### src/rtl/mem_arbiter.sv
// Two-requester arbiter for a shared single-port RAM.
// Data side has priority; fetch is forced through after STARVE_LIMIT denials.
module mem_arbiter #(
    parameter int ADDR_WIDTH   = 32,
    parameter int DATA_WIDTH   = 32,
    parameter int STARVE_LIMIT = 4
) (
    input  logic                  clock,
    input  logic                  clear,
    input  logic                  if_req,
    input  logic [ADDR_WIDTH-1:0] if_addr,
    output logic                  if_gnt,
    output logic                  if_rvalid,
    output logic [DATA_WIDTH-1:0] if_rdata,
    input  logic                  d_req,
    input  logic                  d_we,
    input  logic [ADDR_WIDTH-1:0] d_addr,
    input  logic [DATA_WIDTH-1:0] d_wdata,
    output logic                  d_gnt,
    output logic                  d_rvalid,
    output logic [DATA_WIDTH-1:0] d_rdata,
    output logic [ADDR_WIDTH-1:0] mem_addr,
    output logic [DATA_WIDTH-1:0] mem_data,
    output logic                  mem_we,
    input  logic [DATA_WIDTH-1:0] mem_q
);

    typedef enum logic [1:0] {
        OWN_NONE,
        OWN_IF,
        OWN_D
    } owner_t;

    localparam logic [3:0] LIMIT = 4'(STARVE_LIMIT);

    logic [3:0] starve_cnt;
    owner_t     owner;
    logic       force_if;

    assign force_if = if_req && (starve_cnt == LIMIT);

    always_comb begin
        if_gnt = 1'b0;
        d_gnt  = 1'b0;
        if (!clear) begin
            if (force_if) begin
                if_gnt = 1'b1;
            end else if (d_req) begin
                d_gnt = 1'b1;
            end else if (if_req) begin
                if_gnt = 1'b1;
            end
        end
    end

    always_comb begin
        mem_addr = '0;
        mem_data = '0;
        mem_we   = 1'b0;
        if (if_gnt) begin
            mem_addr = if_addr;
        end else if (d_gnt) begin
            mem_addr = d_addr;
            mem_data = d_wdata;
            mem_we   = d_we;
        end
    end

    always_ff @(posedge clock) begin
        if (clear) begin
            starve_cnt <= 4'd0;
            owner      <= OWN_NONE;
        end else begin
            if (if_gnt || !if_req) begin
                starve_cnt <= 4'd0;
            end else if (starve_cnt != LIMIT) begin
                starve_cnt <= starve_cnt + 4'd1;
            end

            if (if_gnt) begin
                owner <= OWN_IF;
            end else if (d_gnt && !d_we) begin
                owner <= OWN_D;
            end else begin
                owner <= OWN_NONE;
            end
        end
    end

    // A response due in a cycle where clear is high is dropped.
    assign if_rvalid = (owner == OWN_IF) && !clear;
    assign d_rvalid  = (owner == OWN_D) && !clear;
    assign if_rdata  = if_rvalid ? mem_q : '0;
    assign d_rdata   = d_rvalid ? mem_q : '0;

endmodule

### config.mk
export PLATFORM = sky130hd
export DESIGN_NAME = mem_arbiter
export DESIGN_NICKNAME = d
export VERILOG_FILES = /design/src/rtl/mem_arbiter.sv
export SDC_FILE = /design/constraint.sdc
export NUM_CORES = 1
export LEC_CHECK = 0
export CORE_AREA = 4 4 100 102
export CTS_CLUSTER_DIAMETER = 50
export CTS_CLUSTER_SIZE = 20
export DETAILED_ROUTE_END_ITERATION = 16
export DIE_AREA = 0 0 104 106
export PLACE_DENSITY = 0.68
export SYNTH_ARGS = -nofsm -noshare
export SYNTH_HDL_FRONTEND = slang
export SYNTH_SLANG_ARGS = --single-unit
### constraint.sdc
create_clock -name clock -period 1.7 [get_ports clock]
set_input_delay 0.34 -clock clock [delete_from_list [all_inputs] [get_ports clock]]
set_output_delay 0.34 -clock clock [all_outputs]
set_load 0.03 [all_outputs]
==> After elaboration in Yosys (flattened, before gate mapping) <==
Index checks and enable logic that the tools add are counted.
{ "classes": {"add_sub_neg": 1, "n_eq_ne": 4, "n_mux": 17, "n_reduce_logical": 10} }
{ "op_table": {"columns": ["op", "n"], "rows": [
  ["$mux 32", 6],
  ["$mux 1", 10],
  ["$add 4x1->4 const B", 1],
  ["$eq 4x3->1 const B", 1],
  ["$logic_and 1x1->1", 4],
  ["$ne 4x3->1 const B", 1],
  ["$reduce_or 2->1", 2],
  ["$logic_not 1->1", 3],
  ["$eq 2x1->1 const B", 1],
  ["$eq 2x2->1 const B", 1],
  ["$mux 2", 1],
  ["$logic_or 1x1->1", 1]
]} }
{ "totals": {"register_bits": 6, "input_bits": 133, "out_inout_bits": 133, "wordCells": 35} }

==> Depth between registers and ports, before layout <==
{ "logic_depth": {"ltp_word": 7, "ltp_mapped": 7, "mapped_depth_nobuf": 5} }

==> Worst setup path before layout <==
Ideal clock, no wire load.
{ "synth_timing": {"path_type": "register to output", "startpoint": "reg starve_cnt[0]", "endpoint": "out mem_data[10]", "arrival_ns": 1.707, "t_required_ns": 1.360, "setup_slack_ns": -0.347, "stages_incl_launch_ff": 7, "path_buffers": 1, "cell_sequence": "dfxtp_1 inv_1 ha_1 nand3b_4 o211a_1 clkbuf_1 and2_1"} }
{ "synth_between": {"elab_chain_len": 6, "word_cells_on_any_way": 8, "cone_classes": "eq/ne (1); mux (6); reduce/logical (1)"} }
{ "synth_rtl": {"columns": ["item", "line", "text"], "rows": [
  ["start: declaration", "36", "logic [3:0] starve_cnt;"],
  ["start signal: assignment", "77", "starve_cnt <= starve_cnt + 4'd1;"],
  ["$eq 4x3->1", "40", "assign force_if = if_req && (starve_cnt == LIMIT);"],
  ["$logic_and 1x1->1", "40", null],
  ["$mux 1", "46", "if (force_if) begin"],
  ["$mux 1", "45", "if (!clear) begin"],
  ["via d_gnt", "19", "output logic d_gnt,"],
  ["$mux 32", "62", "end else if (d_gnt) begin"],
  ["$mux 32", "60", "if (if_gnt) begin"],
  ["end: declaration", "23", "output logic [DATA_WIDTH-1:0] mem_data,"]
]} }
The timed path passes the listed nets, and every way through them passes these cells.

==> Worst setup path after layout <==
{ "layout_timing": {"startpoint": "reg starve_cnt[0]", "endpoint": "out mem_addr[11]"} }
{ "layout_between": {"elab_chain_len": 6, "word_cells_on_any_way": 8, "cone_classes": "eq/ne (1); mux (6); reduce/logical (1)"} }
{ "layout_rtl": {"columns": ["item", "line", "text"], "rows": [
  ["$eq 4x3->1 (*)", "40", null],
  ["$logic_and 1x1->1 (*)", "40", null],
  ["$mux 1", "46", null],
  ["$mux 1", "45", null],
  ["$mux 32", "62", null],
  ["$mux 32 (*)", "60", null],
  ["end: declaration", "22", "output logic [ADDR_WIDTH-1:0] mem_addr,"]
]} }
Mark *: on every way between the ends. The rest lies on a longest branch, timed or not.

==> impl_metrics.tcl <==
set metrics [dict create \
    status "finished with violations" \
    violations "negative setup slack" \
    wl_met3_mm 1.05 \
    rsz0062_at_grt "true" \
    place_hpwl_mm 7.50 \
    preCtsSetupSlack_ns -0.411 \
    yosys.area.top_type "and2_1" \
    drt-initial-drc-count 51 \
    whs_ns 0.523 \
    core_area_mm2 0.00911 \
    synth_top_area_share_pct 47.9 \
    syn_nets 310 \
    setup_violations 112 \
    clock_latency_ns 0.22 \
    fmax_ghz 0.491 \
    internal_power_mw 1.01 \
    crit_slowest_cell "dfxtp_2" \
    gp_congestion 0.751 \
    p_seq_share_pct 9.5 \
    p_per_area_mw_per_mm2 287 \
    critical-path-max-stage-delay_ns 0.31 \
    track_usage_pct 16.4 \
    dieArea_mm2 0.0110 \
    cp_max_fo 18 \
    switching_power_mw 0.542 \
    htreeDepth 1 \
    via_count 2500 \
    worst_slack_ns -0.337 \
    hp-class "reg -> reg" \
    wl_mm 10.2 \
    die_h_um 106 \
    criticalPathCategory "reg -> out" \
    fin_crit_sh_pct 120 \
    setup_tns_ns -23.48 \
    cts_tree "yes" \
    path_cells "inv_2 -> ha_4 -> nand3b_4 -> o211a_4 -> buf_12 -> a22o_4 -> buf_12" \
    syn2layout_area_growth_pct 326 \
    cp-start-kind "flop" \
    grt_pass1_wl_mm 14.7 \
    synth_warnings 0 \
    layout-drive-gt1-share_pct 66.7 \
    cts_buffer_depth 2 \
    cts-root-buf "clkbuf_8" \
    antenna_cells 0 \
    p_total_mw 1.55 \
    numClockSinks 6 \
    clock_power_share_pct 13.9 \
    wl_met1_mm 3.19 \
    clkSlewWorstSetupHoldPaths_ns 0.04 \
    worst_setup_path_end_kind "primary output" \
    crit_required_ns 1.36 \
    grt_pass1_vias 2759 \
    regToRegSetupSlack_ns 0.35 \
    initial_core_util_pct 13.9 \
    cts_buffers 3 \
    route.top_layer_used "met5" \
    netlist_area_mm2 0.00127 \
    rows 35 \
    drv_cap 0 \
    grt_antenna_before_repair 1 \
    grt_max_degree 30 \
    finalCriticalPeriod_ns 2.04 \
    ant_nets 0 \
    synth_seq_cells 6 \
    overflow 0 \
    leakagePower_nw 2.51 \
    portBuffers 265 \
    clock_skew_ns 0.00120 \
    sw_frac_of_total_pct 34.9 \
    crit_top_cell "buf_12" \
    dr.pass1.iters 4 \
    ys_seq_area_share_pct 9.48 \
    synth_area_leaders "and2_1, a22o_1, dfxtp_1" \
    peakVddDrop_v 0.000144 \
    tightest_slew_ns 0.266 \
    critPathArrivalTime_ns 1.70 \
    slew-limit-headroom_pct 82.3 \
    combPwrFrac_pct 76.6 \
    ios 266 \
    synth_cell_types 21 \
    die_x_um 104 \
    layout.nets 605 \
    synth_cells 175 \
    final_max_slew_viol_count 0 \
    avgSynthCellArea_um2 7.24 \
    post_drt_wl_per_cell_um 17.6 \
    vias_per_cell 4.32 \
    wl_met2_mm 5.89 \
    drc_errors 0 \
    hold_violations 0 \
]
-- sequential cells by signal (all words and copies together), names as in the netlist --
| name | flops |
|---|---|
| starve_cnt | 4 |
| owner | 2 |
-- through the flow --
step	utilization, %	instance area (um^2)	instances
6_report	59.3	5400	579
5_1_grt	59.3	5400	579
4_1_cts	57.7	5260	574
3_5_place_dp	47.1	4290	552
3_3_place_gp	47.1	4290	552
2_1_floorplan	-	1550	175
-- critical path, delay by kind of cell, from the launching register on --
| kind | cells | cell delay (ns) |
|---|---|---|
| simple gates | 1 | 0.09 |
| compound gates | 2 | 0.53 |
| buf+inv | 3 | 0.37 |
| flops | 1 | 0.31 |
| fa+ha+maj | 1 | 0.15 |
-- synthesized netlist by cell type --
cell	count
nand2_1	1
nand2b_1	1
inv_1	5
nor3b_1	2
mux2i_1	1
clkbuf_1	9
a22o_1	32
nand3_1	1
nand3b_4	1
xnor2_1	1
nor3_1	4
nor2_1	1
buf_6	4
ha_1	2
and2_1	97
a21oi_1	1
dfxtp_1	6
buf_2	3
nor2b_1	1
o211a_1	1
a21oi_2	1
-- cell type report --
cell class	count	area [um^2]
multi-input cells	148	1570
fillers	760	3710
well taps	111	139
repair buffers	306	3510
flip-flops and latches	6	125
clock buffers	3	41.3
inverters	5	18.8
-- cells by family (layout without fill, tap and decap cells) --
kind of cell    after synthesis  count (layout)  share of synthesized area, %
compound gates               35              35                          24.0
buf+inv                      21             314                          8.88
simple gates                109             109                          54.2
mux                           1               1                         0.790
fa+ha+maj                     2               2                          1.97
xor+xnor                      1               1                         0.691
flops                         6               6                          9.48
-- path summary, 6_finish.rpt --
kind	start	to	cells after the start
min reg2reg	starve_cnt[0]$_SDFFE_PP0P_	starve_cnt[0]$_SDFFE_PP0P_	2
max	starve_cnt[0]$_SDFFE_PP0P_	mem_addr[11]	7
max reg2reg	starve_cnt[0]$_SDFFE_PP0P_	owner[1]$_SDFF_PP0_	6
min	starve_cnt[0]$_SDFFE_PP0P_	starve_cnt[0]$_SDFFE_PP0P_	2
-- cell usage in the layout (no fill, tap or decap), types with 2 or more instances in the layout --
cell type        count
dlygate4sd2_1        2
buf_4               20
buf_6              124
buf_8                3
nor3_1               4
dfxtp_1              2
a22o_4              28
clkdlybuf4s50_1    129
nor3b_4              2
inv_1                3
buf_12              21
inv_2                2
dfxtp_2              4
clkbuf_16            3
buf_16               4
a22o_1               3
and2_4              92
clkbuf_8             3
and2_1               5
-- power by group through the flow --
stage | Sequential (mW) | Clock [mW] | Combinational [mW]
global route | 0.148 | 0.237 | 1.24
detailed placement | 0.149 | 0 | 0.990
global placement | 0.149 | 0 | 0.980
floorplan | 0.149 | 0 | 0.412
CTS | 0.148 | 0.221 | 1.16
finish | 0.148 | 0.215 | 1.19
-- timing repair --
action	in CTS	in global routing
gates cloned	7	6
hold buffers	0	0
endpoints found under the setup margin	133	131
pin swaps	35	20
gates resized for setup	196	50
setup buffers	12	4
-- metal layers --
layer / vias to the layer above / GRT usage, %
met1: 1151 / 14.2
met3: 8 / 6.01
met2: 160 / 35.6
li1: 1179 / -
met5: - / 0
met4: 2 / 2.28
No activity file was read; power rests on OpenSTA's default activity.
